### src/rtl/result_copy_engine.sv
// Copies result-memory words into packed AXI-Stream beats, chunked into write-master transactions.
// Optional beat counter port status_beats is built when RESULT_COPY_STATUS_EN is defined.
module result_copy_engine #(
  parameter int Q_WIDTH     = 64,
  parameter int AXIS_WIDTH  = 512,
  parameter int MEM_LATENCY = 1,
  parameter int MAX_BEATS   = 64,
  parameter int FIFO_DEPTH  = 8
) (
  input  logic                  clk,
  input  logic                  reset_n,
  input  logic                  kick,
  output logic                  busy,
  input  logic [31:0]           offset,
  input  logic [31:0]           words,
  input  logic [63:0]           memory_addr,
  output logic [31:0]           addr,
  input  logic [Q_WIDTH-1:0]    q,
  output logic                  ctrl_start,
  input  logic                  ctrl_done,
  output logic [63:0]           ctrl_addr_offset,
  output logic [63:0]           ctrl_xfer_size_in_bytes,
  output logic                  m_axis_tvalid,
  input  logic                  m_axis_tready,
  output logic [AXIS_WIDTH-1:0] m_axis_tdata
`ifdef RESULT_COPY_STATUS_EN
  , output logic [31:0]         status_beats
`endif
);
  localparam int K  = AXIS_WIDTH / Q_WIDTH;
  localparam int LW = (K > 1) ? $clog2(K) : 1;
  localparam int PW = (FIFO_DEPTH > 1) ? $clog2(FIFO_DEPTH) : 1;
  localparam int BYTES = AXIS_WIDTH / 8;
  localparam logic [63:0] CHUNK_BYTES = 64'(MAX_BEATS) * 64'(BYTES);

  typedef enum logic [2:0] {IDLE, START, STREAM, WAIT_DONE, FINISH} state_t;
  state_t state;

  logic [31:0] off_l, words_l, remaining, chunk_beats, loaded, sent;
  logic        done_seen;
  logic [31:0] rd_cnt, cons_cnt, fcnt, inflight;
  logic [MEM_LATENCY:0] vld_pipe;
  logic [Q_WIDTH-1:0] fifo_mem [FIFO_DEPTH];
  logic [PW-1:0] wptr, rptr;
  logic [K-1:0][Q_WIDTH-1:0] pack_data, pack_wr;
  logic [LW-1:0] lane;
  logic          pack_full;

  logic handshake, out_free, load_ok, move, pop, push, running, credit_ok, last_word;
  logic rd_go, go_chunk;
  logic [31:0] rd_base, rd_idx, total_c, src_beats, nxt_chunk;
  logic [32:0] words_rnd;
  logic [Q_WIDTH-1:0] fifo_q;

  assign handshake = m_axis_tvalid && m_axis_tready;
  assign out_free  = !m_axis_tvalid || m_axis_tready;
  assign load_ok   = (state == START || state == STREAM) && loaded != chunk_beats && out_free;
  assign move      = pack_full && load_ok;
  assign pop       = fcnt != 0 && (!pack_full || move);
  assign push      = vld_pipe[MEM_LATENCY];
  assign fifo_q    = fifo_mem[rptr];
  assign running   = state == START || state == STREAM || state == WAIT_DONE;
  assign last_word = (lane == LW'(K-1)) || (cons_cnt == words_l - 32'd1);

  assign words_rnd = {1'b0, words} + 33'(K-1);
  assign total_c   = 32'(words_rnd / 33'(K));
  assign src_beats = (state == IDLE) ? total_c : remaining;
  assign nxt_chunk = (src_beats >= 32'(MAX_BEATS)) ? 32'(MAX_BEATS) : src_beats;
  assign go_chunk  = (state == IDLE && kick && words != 0) ||
                     (state == WAIT_DONE && (done_seen || ctrl_done) && remaining != 0);

  // Reads in flight plus buffered words never exceed the buffer, so q is never dropped.
  always_comb begin
    inflight = '0;
    for (int k = 0; k <= MEM_LATENCY; k++) inflight = inflight + 32'(vld_pipe[k]);
  end
  assign credit_ok = (fcnt + inflight) < 32'(FIFO_DEPTH);

  always_comb begin
    rd_go   = 1'b0;
    rd_base = off_l;
    rd_idx  = rd_cnt;
    if (state == IDLE) begin
      rd_base = offset;
      rd_idx  = '0;
      rd_go   = kick && words != 0;
    end else if (running && rd_cnt != words_l && credit_ok) begin
      rd_go = 1'b1;
    end
  end

  // A beat leaving for the output starts the next beat from zero, giving the tail padding.
  always_comb begin
    pack_wr = move ? '0 : pack_data;
    if (pop) pack_wr[lane] = fifo_q;
  end

  always_ff @(posedge clk or negedge reset_n) begin
    if (!reset_n) begin
      state <= IDLE;
      busy <= 1'b0;
      ctrl_start <= 1'b0;
      ctrl_addr_offset <= '0;
      ctrl_xfer_size_in_bytes <= '0;
      off_l <= '0;
      words_l <= '0;
      remaining <= '0;
      chunk_beats <= '0;
      loaded <= '0;
      sent <= '0;
      done_seen <= 1'b0;
`ifdef RESULT_COPY_STATUS_EN
      status_beats <= '0;
`endif
    end else begin
      ctrl_start <= 1'b0;
      if (move) loaded <= loaded + 32'd1;
      if (handshake) sent <= sent + 32'd1;
      if (ctrl_done && (state == STREAM || state == WAIT_DONE)) done_seen <= 1'b1;
      case (state)
        IDLE: if (kick) begin
          busy <= 1'b1;
          off_l <= offset;
          words_l <= words;
          state <= (words == 0) ? FINISH : START;
        end
        START: state <= STREAM;
        STREAM: if (handshake && sent == chunk_beats - 32'd1) state <= WAIT_DONE;
        WAIT_DONE: if (done_seen || ctrl_done) state <= (remaining == 0) ? FINISH : START;
        FINISH: begin
          busy <= 1'b0;
          state <= IDLE;
        end
        default: state <= IDLE;
      endcase
      if (go_chunk) begin
        ctrl_start <= 1'b1;
        chunk_beats <= nxt_chunk;
        remaining <= src_beats - nxt_chunk;
        ctrl_xfer_size_in_bytes <= 64'(nxt_chunk) * 64'(BYTES);
        ctrl_addr_offset <= (state == IDLE) ? memory_addr : ctrl_addr_offset + CHUNK_BYTES;
        loaded <= '0;
        sent <= '0;
        done_seen <= 1'b0;
      end
`ifdef RESULT_COPY_STATUS_EN
      if (state == IDLE && kick) status_beats <= '0;
      else if (handshake) status_beats <= status_beats + 32'd1;
`endif
    end
  end

  always_ff @(posedge clk) begin
    if (push) fifo_mem[wptr] <= q;
  end

  always_ff @(posedge clk or negedge reset_n) begin
    if (!reset_n) begin
      addr <= '0;
      vld_pipe <= '0;
      rd_cnt <= '0;
      cons_cnt <= '0;
      wptr <= '0;
      rptr <= '0;
      fcnt <= '0;
      pack_data <= '0;
      lane <= '0;
      pack_full <= 1'b0;
      m_axis_tvalid <= 1'b0;
      m_axis_tdata <= '0;
    end else begin
      vld_pipe <= {vld_pipe[MEM_LATENCY-1:0], rd_go};
      if (rd_go) begin
        addr <= rd_base + rd_idx;
        rd_cnt <= rd_idx + 32'd1;
      end
      if (push) wptr <= (wptr == PW'(FIFO_DEPTH-1)) ? '0 : wptr + PW'(1);
      if (pop) rptr <= (rptr == PW'(FIFO_DEPTH-1)) ? '0 : rptr + PW'(1);
      fcnt <= fcnt + 32'(push) - 32'(pop);
      if (pop || move) pack_data <= pack_wr;
      if (pop) begin
        pack_full <= last_word;
        lane <= last_word ? '0 : lane + LW'(1);
        cons_cnt <= cons_cnt + 32'd1;
      end else if (move) begin
        pack_full <= 1'b0;
      end
      if (state == IDLE && kick) begin
        cons_cnt <= '0;
        lane <= '0;
      end
      if (move) begin
        m_axis_tvalid <= 1'b1;
        m_axis_tdata <= pack_data;
      end else if (handshake) begin
        m_axis_tvalid <= 1'b0;
      end
    end
  end
endmodule

### config.mk
export PLATFORM = sky130hd
export DESIGN_NAME = result_copy_engine
export DESIGN_NICKNAME = d
export VERILOG_FILES = /design/src/rtl/result_copy_engine.sv
export SDC_FILE = /design/constraint.sdc
export NUM_CORES = 2
export LEC_CHECK = 0
export CELL_PAD_IN_SITES_DETAIL_PLACEMENT = 0
export CELL_PAD_IN_SITES_GLOBAL_PLACEMENT = 1
export CORE_MARGIN = 2
export CORE_UTILIZATION = 40
export DETAILED_ROUTE_END_ITERATION = 7
export PLACE_DENSITY = 0.82
export SETUP_SLACK_MARGIN = 0.05
export SLEW_MARGIN = 30
export SYNTH_ARGS = -nofsm -noshare
export SYNTH_HDL_FRONTEND = slang
export SYNTH_SLANG_ARGS = --single-unit
export TNS_END_PERCENT = 50
### constraint.sdc
create_clock -name clk -period 11.8 [get_ports clk]
set_input_delay 1.18 -clock clk [delete_from_list [all_inputs] [get_ports clk]]
set_output_delay 1.18 -clock clk [all_outputs]
set_load 0.005 [all_outputs]
==> metrics <==
status completed; Syn. warnings 0; total gr overflow 0; Placed Area 0.0955 mm^2; final max-slew violation count 0; hold slack 0.270 ns; Leakage Power 45.1 nW; first-pass GRT wire length 400 mm; antenna violations before repair 55; Max Buffers Root-to-Sink 3; Post-synth EDFFs 512; Die ar. 0.214 mm^2; Syn Std Cell Area 0.0839 mm^2; Clk pin slew, worst setup/hold paths 0.06 ns; share of flip-flops with an asynchronous set or reset 0.736; vias 63000; Initial Util 0.401; GR Util met1 0.353; core area 0.209 mm^2; DP HPWL 186 mm; total I/O pin count 872; proportion of layout cells with a drive suffix above 1 0.0841; Critical Path RT 12.52 ns; Routed WL per cell 23.8 um; worst path arrival time 7.53 ns; Main synth FF type dfrtp_1; RSZ-0062 raised after global routing no; die height 462 um; CP Launch Type input pin; total setup buffers inserted after CTS 0; Final Non-Filler Cells 11500; Area growth syn-to-layout 22.5%; Clock Latency Late Sink 0.90 ns; Crit Path Category input pin to flop; slew at the pin closest to its max-slew limit 1.03 ns; 1st-pass router iterations 6; worst clock skew 0.0956 ns; Seq/Total Area, Yosys 0.609; Clock Tree Root clkbuf_16; Crit Path Max Fanout 12; pwr/cell area 277 mW/mm^2; final setup fails 0; Max Clk Rate 147 MHz; Yosys cell types 94; total CTS buffers 202; worst min-delay path class input pin to async pin; Tot GR Track Use 0.251; post-synthesis cell count 7787; Critical Path End Type flop; cts hold-fix bufs 0; post-CTS sizing 0; Layout fillers 18700; FF-to-FF path depth 16; Layout Nets 8823; slew margin rel. 0.295; Worst IR Drop VDD 0.158 mV; GP Congestion 0.923; Die Span X 462 um; CTS H-tree lvls 4; Total Neg Setup Slack 0 ns; dpl cells 11100; GR peak layer met2; # DRC 0; largest net degree at the start of global routing 225; vias in the first global route 59800; GR Util met3 0.0479; Final Hold Viols 0; Final Cycle Share 0.577; met2 GRT Util 0.381; port bufs 839; fin area 0.103 mm^2; Post-DRT Antenna Nets 0; Site Rows 168; Post-Route WL 274 mm; TritonCTS clock tree done; vias per cell 5.47; max-cap check violation count 0; #FFs+latches synth 1939; Post-Syn Area per Cell 10.8 um^2; Final min period 6.81 ns; CTS Sinks 1939; Iter 0 DRT Violations 6464
==> worst max-delay path, stage by stage <==
cell	delay, ns
clkdlybuf4s50_1	0.69
nand3_2	0.19
nor4_4	0.63
nand3_1	0.38
o211ai_1	0.34
a21boi_0	0.55
nor3_1	0.09
buf_4	0.20
nand2_1	0.33
nand2_1	0.10
ha_1	0.31
nor4_1	0.55
a41oi_1	0.45
or4_2	0.78
nor3_1	0.29
nor3_1	0.08
or3_1	0.36
==> placed cells by master (no fill, tap or decap), types with 62 or more instances in the layout <==
master and instances:
edfxtp_1 512, inv_1 97, clkdlybuf4s50_1 838, a21oi_1 138, ha_1 122, o21ai_0 493, nor2_1 314, mux4_2 128
xnor2_1 143, a22o_1 186, nand2_1 2150, nand3_1 446, clkbuf_16 205, dfrtp_1 1424, mux2i_1 62, and3_1 80
nor4_1 68, xor2_1 197, nor3_1 79, buf_4 113, nand4_1 71
==> cell type report <==
cell class                 instances  area [um^2]  area share
timing repair buffer             977         9730      0.0946
tap                             2805         3510      0.0341
clock buffer                     280         5810      0.0565
inverter                          98          370     0.00360
multi-input combinational       5284        31000       0.302
antenna                           22         55.1    0.000535
clock inverter                   101         1260      0.0123
sequential                      1939        51100       0.497
==> per-layer routing <==
layer,part of all wire,wire [um]
met5,0.00097,265
met4,0.043,11900
met1,0.43,117000
met3,0.073,20100
met2,0.45,124000
==> cell families after synthesis <==
logic type,count (synthesis),synth area share
AOI/OAI and AO/OA,1092,0.0827
xor gates and xnor gates,340,0.0355
adders and majority gates,124,0.0187
buffers and inverters,595,0.0284
DFF,1939,0.609
muxes,235,0.0474
other,2,0.0000895
and+or+nand+nor,3460,0.179
==> final timing paths <==
path / from / end / slack [ns]
hold reg to reg: pack_data[22] / m_axis_tdata[22] / 0.41
min in group clk: pack_data[22] / m_axis_tdata[22] / 0.41
max in group asynchronous: reset_n / m_axis_tdata[115] / 8.97
setup reg to reg: state[2] / remaining[26] / 5.64
setup / recovery: words[3] / remaining[26] / 4.99
hold / removal: reset_n / off_l[2] / 0.27
==> state kept, by name (all words and copies together), names as in the netlist, 2 cells and up <==
register / count
addr: 32
chunk_beats: 32
cons_cnt: 32
ctrl_addr_offset: 64
fcnt: 32
fifo_mem: 512
lane: 3
loaded: 32
m_axis_tdata: 512
off_l: 32
pack_data: 512
rd_cnt: 32
remaining: 32
rptr: 3
sent: 32
state: 3
vld_pipe: 2
words_l: 32
wptr: 3
==> synthesized netlist by cell type, types with 22 or more instances <==
master,n,area share
clkbuf_1,393,0.018
nand3_1,449,0.027
inv_1,98,0.0044
mux2i_1,91,0.011
o21ai_0,493,0.029
nor3_1,85,0.0051
nor2_1,330,0.015
nand2_1,2152,0.096
buf_1,64,0.0029
edfxtp_1,512,0.18
xor2_1,197,0.021
a22o_1,186,0.019
nor2b_1,22,0.0016
xnor2_1,143,0.015
nand4_1,71,0.0053
and2_1,44,0.0033
a21oi_1,139,0.0083
ha_1,122,0.018
a21o_1,22,0.0020
or3_1,42,0.0031
buf_4,32,0.0029
dfrtp_1,1427,0.43
a31oi_1,43,0.0032
mux4_2,128,0.034
nor4_1,70,0.0052
and3_1,83,0.0062
==> report_power, final <==
group / switching (mW) / total, mW / internal (mW) / leakage [nW]
Sequential: 1.66 / 10.6 / 8.92 / 23.1
Clock: 2.83 / 6.66 / 3.83 / 3.44
Combinational: 6.74 / 11.3 / 4.55 / 18.5
==> per-stage QoR <==
stage / power, mW / worst slack [ns] / util
6_report: 28.5 / 4.99 / 0.492
5_1_grt: 30.1 / 4.58 / 0.492
3_3_place_gp: 21.6 / 4.36 / 0.456
3_5_place_dp: 21.9 / 4.27 / 0.457
4_1_cts: 28.6 / 5.20 / 0.490
2_1_floorplan: 16.1 / 5.93 / -
(Power assumes the default switching activity.)
